--- config.mk ---
export PLATFORM = sky130hd
export DESIGN_NAME = eng_ucq
export DESIGN_NICKNAME = d
export VERILOG_FILES = /design/src/rtl/uc_pkg.sv /design/src/rtl/ucq_match.sv /design/src/rtl/eng_ucq.sv
export SDC_FILE = /design/constraint.sdc
export NUM_CORES = 1
export LEC_CHECK = 0
export ABC_AREA = 0
export BUFFER_PORTS_ARGS = -buffer_cell sky130_fd_sc_hd__buf_4
export CELL_PAD_IN_SITES_DETAIL_PLACEMENT = 1
export CELL_PAD_IN_SITES_GLOBAL_PLACEMENT = 1
export CORE_ASPECT_RATIO = 1.2
export CORE_UTILIZATION = 45
export CTS_BUF_LIST = sky130_fd_sc_hd__clkbuf_4 sky130_fd_sc_hd__clkbuf_8 sky130_fd_sc_hd__clkbuf_16
export DETAILED_ROUTE_END_ITERATION = 16
export PLACE_DENSITY = 0.77
export SETUP_SLACK_MARGIN = 0.3
export SLEW_MARGIN = 40
export SYNTH_ARGS = -nofsm -noshare
export SYNTH_HDL_FRONTEND = slang
export SYNTH_SLANG_ARGS = --single-unit
--- constraint.sdc ---
create_clock -name clk -period 5.1 [get_ports clk]
set_input_delay 0.51 -clock clk [delete_from_list [all_inputs] [get_ports clk]]
set_output_delay 0.51 -clock clk [all_outputs]
set_load 0.01 [all_outputs]
--- src/rtl/uc_pkg.sv ---
// Shared definitions for the unit-clause path: literal width, queue size and
// the literal type used by per-engine queues and the arbiter wrapper.
package uc_pkg;
    localparam int UC_LENGTH = 1024;
    localparam int LIT_W     = $clog2(UC_LENGTH);
    localparam int UCQ_SIZE  = 16;

    typedef logic signed [LIT_W-1:0] lit_t;

    localparam lit_t LIT_NONE = '0;
endpackage

--- src/rtl/ucq_match.sv ---
// Combinational lookup of an incoming literal against the occupied queue
// entries; reports an exact match (duplicate) and a negated match (conflict).
module ucq_match import uc_pkg::*; #(
    parameter int  DEPTH = UCQ_SIZE,
    parameter int  LIT_W = uc_pkg::LIT_W,
    localparam int PTR_W = $clog2(DEPTH),
    localparam int CNT_W = $clog2(DEPTH + 1)
) (
    input  logic signed [LIT_W-1:0] push_lit,
    input  logic signed [LIT_W-1:0] mem [DEPTH],
    input  logic        [PTR_W-1:0] rd_ptr,
    input  logic        [CNT_W-1:0] count,
    output logic                    dup_hit,
    output logic                    neg_hit
);
    logic [PTR_W-1:0]        w_off [DEPTH];
    logic [DEPTH-1:0]        w_occ;
    logic signed [LIT_W-1:0] w_neg;

    // An entry is live when its distance from the read pointer (mod DEPTH)
    // is below the count, which covers the wrapped case for free.
    always_comb begin
        for (int i = 0; i < DEPTH; i++) begin
            w_off[i] = PTR_W'(i) - rd_ptr;
            w_occ[i] = ({1'b0, w_off[i]} < count);
        end
    end

    always_comb begin
        dup_hit = 1'b0;
        neg_hit = 1'b0;
        w_neg   = -push_lit;
        for (int i = 0; i < DEPTH; i++) begin
            dup_hit = dup_hit | (w_occ[i] && (mem[i] == push_lit));
            neg_hit = neg_hit | (w_occ[i] && (mem[i] == w_neg));
        end
    end
endmodule

--- src/rtl/eng_ucq.sv ---
// Per-engine unit-clause FIFO feeding the unit-clause arbiter: deduplicates
// pushes, flags pushes that contradict a queued literal, sticky overflow.
module eng_ucq import uc_pkg::*; #(
    parameter int  DEPTH = UCQ_SIZE,
    parameter int  LIT_W = uc_pkg::LIT_W,
    localparam int PTR_W = $clog2(DEPTH),
    localparam int CNT_W = $clog2(DEPTH + 1)
) (
    input  logic                    clk,
    input  logic                    rst,
    input  logic                    flush,
    input  logic                    push_valid,
    input  logic signed [LIT_W-1:0] push_lit,
    input  logic                    pop,
    output logic signed [LIT_W-1:0] eng2uca_min,
    output logic                    eng2uca_valid,
    output logic                    eng2uca_empty,
    output logic                    ucq_full,
    output logic        [CNT_W-1:0] ucq_count,
    output logic                    conflict,
    output logic                    overflow
);
    localparam logic signed [LIT_W-1:0] LIT_MOST_NEG = {1'b1, {(LIT_W-1){1'b0}}};

    logic signed [LIT_W-1:0] r_mem [DEPTH];
    logic [PTR_W-1:0]        r_rd_ptr;
    logic [PTR_W-1:0]        r_wr_ptr;
    logic [CNT_W-1:0]        r_count;
    logic                    r_conflict;
    logic                    r_overflow;

    logic w_dup_hit, w_neg_hit;
    logic w_pop_eff, w_lit_ok, w_fresh, w_room, w_accept, w_drop_full;

    ucq_match #(.DEPTH(DEPTH), .LIT_W(LIT_W)) u_match (
        .push_lit (push_lit),
        .mem      (r_mem),
        .rd_ptr   (r_rd_ptr),
        .count    (r_count),
        .dup_hit  (w_dup_hit),
        .neg_hit  (w_neg_hit)
    );

    assign w_pop_eff   = pop && (r_count != '0);
    assign w_lit_ok    = push_valid && (push_lit != '0) && (push_lit != LIT_MOST_NEG);
    assign w_fresh     = w_lit_ok && !w_dup_hit && !w_neg_hit;
    // A full queue still takes a push when the head leaves in the same cycle.
    assign w_room      = (r_count != CNT_W'(DEPTH)) || w_pop_eff;
    assign w_accept    = w_fresh && w_room;
    assign w_drop_full = w_fresh && !w_room;

    // Storage carries no reset; stale slots are masked by the occupancy logic.
    always_ff @(posedge clk) begin
        if (!flush && w_accept) begin
            r_mem[r_wr_ptr] <= push_lit;
        end
    end

    always_ff @(posedge clk or negedge rst) begin
        if (!rst) begin
            r_rd_ptr   <= '0;
            r_wr_ptr   <= '0;
            r_count    <= '0;
            r_conflict <= 1'b0;
            r_overflow <= 1'b0;
        end else if (flush) begin
            r_rd_ptr   <= '0;
            r_wr_ptr   <= '0;
            r_count    <= '0;
            r_conflict <= 1'b0;
            r_overflow <= 1'b0;
        end else begin
            if (w_accept) begin
                r_wr_ptr <= r_wr_ptr + PTR_W'(1);
            end
            if (w_pop_eff) begin
                r_rd_ptr <= r_rd_ptr + PTR_W'(1);
            end
            case ({w_accept, w_pop_eff})
                2'b10:   r_count <= r_count + CNT_W'(1);
                2'b01:   r_count <= r_count - CNT_W'(1);
                default: r_count <= r_count;
            endcase
            r_conflict <= w_lit_ok && w_neg_hit;
            r_overflow <= r_overflow | w_drop_full;
        end
    end

    assign eng2uca_valid = (r_count != '0);
    assign eng2uca_empty = (r_count == '0);
    assign eng2uca_min   = eng2uca_valid ? r_mem[r_rd_ptr] : LIT_W'(LIT_NONE);
    assign ucq_full      = (r_count == CNT_W'(DEPTH));
    assign ucq_count     = r_count;
    assign conflict      = r_conflict;
    assign overflow      = r_overflow;
endmodule
* Word level (Yosys, flattened, before mapping) *
Index checks and enable logic that the tools add are counted.
Widths: inputs -> output; s select.

word-level totals
  register bits after elaboration = 175
  bits in latches = 0
  RAM bits = 0
  ROM bits = 0
  input port bits = 15
  output and inout bits = 20
  logic and storage cells = 199
  memories kept = 0

cells by class
  add/subtract/negate cells = 21
  multiply operators = 0
  divide/modulo/power cells = 0
  $lt $le $gt $ge = 19
  equality and inequality tests = 37
  shift-type cells = 0
  multiplexer cells = 15
  bitwise operators = 33
  reduce and logical (&&, ||, !) cells = 53

operators with widths
  operator              number
  $eq 10x10->1          32
  $bwmux 160            1
  $lt 4x5->1            16
  $logic_and 1x1->1     42
  $bmux 10 s4           1
  $demux 10 s4          1
  $mux 10               4
  $sub 4x4->4 const A   8
  $or 1x1->1            31
  $mux 4                4
  $sub 3x4->4 const A   4
  $ge 5x5->1 const B    2
  $ne 10x10->1 const B  1
  $neg 10->10           1
  $not 4->5             2
  $pmux 5 s2            1
  $reduce_bool 10->1    1
  $add 4x1->4 const B   2
  $sub 1x4->4 const A   2
  $sub 2x4->4 const A   2
  $add 5x1->5 const B   1
  $eq 5x5->1 const B    1
  $logic_not 5->1       1
  $lt 5x1->1 const B    1
  other kinds (11)      16

* Depth between registers and ports, before layout *
  depth after elaboration = 25
  mapped depth = 25
  depth with buffers taken out = 22

* Cells and area by module *
From an unflattened synthesis, not the netlist that was laid out.

unflattened totals
  cells, all modules = 1,054
  area, all modules = 12,344.3 µm²

by module, submodules not included
  module     instances  cells an instance  area an instance (µm²)  seq. area each (µm²)
  eng_ucq    1          357                7,179.4                 5,180.0
  ucq_match  1          697                5,165.0                 0.0

* Worst setup path before layout *
Ideal clock, no wire load.

  kind = in2reg
  start point = input port push_lit[0]
  end point = register r_mem[120] in the netlist's numbering, enable pin
  library setup time = 0.404 ns
  arrival time = 5.121 ns
  data required time = 4.696 ns
  slack = -0.424 ns
  stages on the path = 16
  buffers on the path = 4
  cell sequence = buf_2 -> buf_1 -> inv_1 -> ha_1 -> or3b_1 -> clkbuf_1 -> nor2_4 -> xor2_1 -> xnor2_1 -> a2111oi_0 -> or4_1 -> or4_1 -> nor3_2 -> buf_6 -> nand3_1 -> nor4_1

on the way
  cells in the longest elaborated chain, start to end = 22
  elaborated cells on any way between the ends = 105
  classes of those cells = add/sub (1); eq/ne (33); bitwise (30); reduce/logical (41)

RTL lines
  element                                               RTL line                          source
  start: declaration                                    eng_ucq.sv:13                     input logic signed [LIT_W-1:0] push_lit,
  $neg 10->10 or $eq 10x10->1 (tied branches)           ucq_match.sv:32, ucq_match.sv:34
  $eq 10x10->1 or $logic_and 1x1->1 (tied branches)     ucq_match.sv:35, ucq_match.sv:34
  $logic_and 1x1->1 or $or 1x1->1 (tied branches)       ucq_match.sv:35, ucq_match.sv:34
  $or 1x1->1, on equally long branches (14 in a row)    ucq_match.sv:35, ucq_match.sv:34
  $or 1x1->1 or $logic_not 1->1 (tied branches)         ucq_match.sv:35, eng_ucq.sv:46
  $logic_not 1->1 or $logic_and 1x1->1 (tied branches)  eng_ucq.sv:46                     assign w_fresh = w_lit_ok && !w_dup_hit && !w_neg_hit;
  $logic_and 1x1->1 *                                   eng_ucq.sv:46
  $logic_and 1x1->1 *                                   eng_ucq.sv:49                     assign w_accept = w_fresh && w_room;
  $logic_and 1x1->1 *                                   eng_ucq.sv:54                     if (!flush && w_accept) begin
  end signal: indexed assignment                        eng_ucq.sv:55                     r_mem[r_wr_ptr] <= push_lit;
  end: declaration                                      eng_ucq.sv:25                     logic signed [LIT_W-1:0] r_mem [DEPTH];

Every way passes the cells marked *; elsewhere a longest branch is shown, timed or not.
A chain may end at the register's enable or synchronous reset.

* Final worst setup path *
  start point = register r_rd_ptr[1]
  end point = register r_count[4], in the netlist ucq_count[4]

on the way
  cells in the longest elaborated chain, start to end = 25
  elaborated cells on any way between the ends = 104
  classes of those cells = add/sub (16); order compare (16); eq/ne (2); mux (2); bitwise (30); reduce/logical (38)

RTL lines
  element                                   RTL line         source
  start: declaration                        eng_ucq.sv:26    logic [PTR_W-1:0] r_rd_ptr;
  start signal: assignment                  eng_ucq.sv:77    r_rd_ptr <= r_rd_ptr + PTR_W'(1);
  $sub 1x4->4                               ucq_match.sv:24  w_off[i] = PTR_W'(i) - rd_ptr;
  $lt 4x5->1                                ucq_match.sv:25  w_occ[i] = ({1'b0, w_off[i]} < count);
  $logic_and 1x1->1                         ucq_match.sv:34  dup_hit = dup_hit | (w_occ[i] && (mem[i] == push_lit));
  $or 1x1->1 (15 in a row)                  ucq_match.sv:34
  $logic_not 1->1                           eng_ucq.sv:46
  $logic_and 1x1->1                         eng_ucq.sv:46
  $logic_and 1x1->1 *                       eng_ucq.sv:46
  $logic_and 1x1->1 *                       eng_ucq.sv:49
  $eq 2x1->1 or $eq 2x2->1 (tied branches)  eng_ucq.sv:79    case ({w_accept, w_pop_eff})
  $pmux 5 s2                                eng_ucq.sv:79
  $mux 5                                    eng_ucq.sv:66    end else if (flush) begin
  end signal: assignment                    eng_ucq.sv:80    2'b10: r_count <= r_count + CNT_W'(1);
  end signal: assignment                    eng_ucq.sv:81    2'b01: r_count <= r_count - CNT_W'(1);
  end signal: assignment                    eng_ucq.sv:82    default: r_count <= r_count;
  end: declaration                          eng_ucq.sv:28    logic [CNT_W-1:0] r_count;

Marked as above.

==> flow_summary.json <==
{
  "core_region_area_um2": 27300,
  "drt_first_iter_violations": 1034,
  "yosysUniqueCellTypes": 72,
  "multi_input_area_um2": 7270,
  "ys_top_cells_by_area": "edfxtp_1 38%, xnor2_1 12%, mux4_2 8.9%",
  "yosysTopAreaCell": "edfxtp_1",
  "start_util": 0.462,
  "nets": 1194,
  "fillers": 2801,
  "skew_ps": 12.3,
  "synthFlopType": "edfxtp_1",
  "period_share": 0.923,
  "final_cell_mix": "170 x xnor2_1, 160 x edfxtp_1, 116 x buf_4",
  "synth_area_um2": 12600,
  "worstPathArrival_ps": 5080,
  "ys_ff_latch": 175,
  "hp-class": "in -> reg",
  "drc_errors": 0,
  "place_congestion": 0.962,
  "fmax_mhz": 212,
  "cts-htree-levels": 4,
  "antenna_found_initial": 2,
  "relSlewSlack": 0.476,
  "clkSinkCount": 175,
  "postRouteWirelength_um": 46000,
  "hold_viol": 0,
  "grt_pass1_wl_um": 67000,
  "syn2layout_area_growth_pct": 15.9,
  "ys.warnings.count": 0,
  "cts_buffers": 17,
  "vias_per_cell": 6.31,
  "die_h_um": 185,
  "slowest_delay_ps": 560,
  "vias": 9591,
  "root_buffer": "clkbuf_16",
  "worstSetupPathType": "reg -> reg",
  "cp_common_cell": "o21ai_2",
  "core.rowCount": 66,
  "cp_slowest_cell": "or4_4",
  "pre_cts_ws_ps": 12.3,
  "register_area_um2": 5180,
  "startpoint_type": "register",
  "antenna_left": 0,
  "worst-path-buf-inv": 3,
  "async_reset_ff_frac": 0.0857,
  "status": "completed",
  "path_cells": "ha_2 > xnor2_2 > inv_1 > ha_1 > nand2_1 > o21ai_2 > a21oi_2 > o21ai_1 > buf_4 > a2111oi_0 > or4_1 > or4_4 > nor3_4 > nand2b_4 > inv_4 > ha_4 > nor2b_4 > o21ai_2 > nand2b_1 > or3_4 > and3_4 > nor3_2",
  "ir_worst_vdd_mv": 0.198,
  "syn_inst": 1055,
  "avgSynthCellArea_um2": 12.0,
  "drive_above_1_share": 0.228,
  "synth_edf_count": 160,
  "rsz0062_at_grt": "yes",
  "min_period_ps": 4710,
  "critical-path-top-delay-family": "simple AND/OR/NAND/NOR gates",
  "crit_required_ps": 5470,
  "synth_top_area_frac": 0.381,
  "setup_ws_ps": 394,
  "synth.net_count": 1115,
  "setup-violations-final": 0,
  "io_buffers": 34,
  "ys_seq_area_frac": 0.410,
  "mostFrequentLayoutCell": "xnor2_1",
  "clkTransAtPathRegs_ps": 70,
  "leakagePower_nw": 5.19,
  "place_hpwl_um": 34300,
  "tightest_slew_ps": 782,
  "die-area_um2": 28700,
  "finalSetupTns_ps": 0,
  "io_pins": 35,
  "overflow": 0,
  "ctsLongestPathBuffers": 2,
  "grt_util_all_layers": 0.328,
  "cts_tree": "done",
  "worstSkewPairLatency_ps": 450,
  "grt_pass1_vias": 10000,
  "post_drt_wl_per_cell_um": 30.3,
  "dieWidth_um": 155,
  "drt_first_pass_iters": 5,
  "cp-end-kind": "register",
  "max_cap_violations": 0,
  "path_max_fanout": 5,
  "grt_max_degree": 45,
  "slew_viol_final": 0,
  "p_per_area_nw_per_um2": 341
}
[cells in the mapped netlist (5+ instances only)]
| cell type | number |
|---|---|
| xnor3_1 | 21 |
| xor2_1 | 110 |
| nand4b_1 | 8 |
| o22ai_1 | 5 |
| or3_1 | 9 |
| buf_1 | 14 |
| ha_1 | 44 |
| nand3_1 | 17 |
| nand2_1 | 37 |
| a2111oi_0 | 7 |
| or4_1 | 11 |
| nor4b_1 | 5 |
| o21ai_0 | 27 |
| inv_1 | 38 |
| nor4_1 | 22 |
| and2_1 | 13 |
| nand2b_1 | 7 |
| edfxtp_1 | 160 |
| buf_2 | 22 |
| a21oi_1 | 28 |
| clkbuf_1 | 24 |
| xnor2_1 | 174 |
| mux4_2 | 50 |
| nand4_1 | 27 |
| nor2b_1 | 10 |
| a21o_1 | 7 |
| nor3_1 | 24 |
| dfrtp_1 | 15 |
| nor2_1 | 42 |
[layout make-up]
| type | count | share of cell area |
|---|---|---|
| multi-input combinational | 780 | 0.497 |
| clock inverter | 10 | 0.00949 |
| sequential | 175 | 0.354 |
| antenna | 1 | 0.000171 |
| tap | 374 | 0.0320 |
| timing repair buffer | 122 | 0.0659 |
| inverter | 38 | 0.0106 |
| clock buffer | 20 | 0.0306 |
[path summary, 6_finish.rpt]
path	start	cells after the start	endpoint	slack, ps
min	push_lit[2]	1	r_mem[22]	340
max	r_rd_ptr[1]	22	ucq_count[4]	390
max reg2reg	r_rd_ptr[1]	22	ucq_count[4]	390
max in group asynchronous	rst	2	r_rd_ptr[0]	4450
min reg2reg	overflow	2	overflow	500
min in group asynchronous	rst	2	r_rd_ptr[1]	450
[per-layer routing]
layer / track usage / wire length, um
met1: 0.397 / 17400
met2: 0.574 / 23100
met3: 0.0501 / 3100
met4: 0.156 / 2360
met5: 0 / 12
[sequential cells by signal, indices dropped and copies added, names as in the netlist]
name and count:
ucq_count 5, r_mem 160, r_wr_ptr 4, r_rd_ptr 4, overflow 1, conflict 1
[cell families (layout without fill, tap and decap cells)]
logic type | after synthesis | after routing | synth area share
flip-flops | 175 | 175 | 0.410
multiplexers | 54 | 54 | 0.0925
other | 0 | 1 | 0
adder cells (fa/ha/maj) | 45 | 45 | 0.0452
buffers and inverters | 100 | 190 | 0.0331
AO/OA/AOI/OAI | 121 | 121 | 0.0645
AND/OR/NAND/NOR | 252 | 252 | 0.115
XOR/XNOR | 308 | 308 | 0.239
[per-stage QoR]
step           cell area (um2)  power (mW)  cells   util  hold WS, ps
3_5_place_dp             13800        3.50   1481  0.505          384
3_3_place_gp             13800        3.44   1481  0.505          378
6_report                 14600        5.00   1520  0.535          339
5_1_grt                  14600        5.18   1519  0.535          349
2_1_floorplan            12800        2.79   1055      -          214
4_1_cts                  14400        4.88   1513  0.528          333
[what timing repair did]
action                     in CTS  in global routing
hold buffers                    1                  0
buffers inserted                1                  6
pin swaps                       0                 16
gates resized for setup        13                 34
setup endpoints to repair     161                 61
hold endpoints to repair       15                  0
[power by group]
| group | internal (mW) | switching [mW] |
|---|---|---|
| combinational | 0.848 | 1.12 |
| sequential | 1.60 | 0.0632 |
| clock | 0.781 | 0.580 |
| total | 3.23 | 1.76 |
No activity file was read; power rests on OpenSTA's default activity.
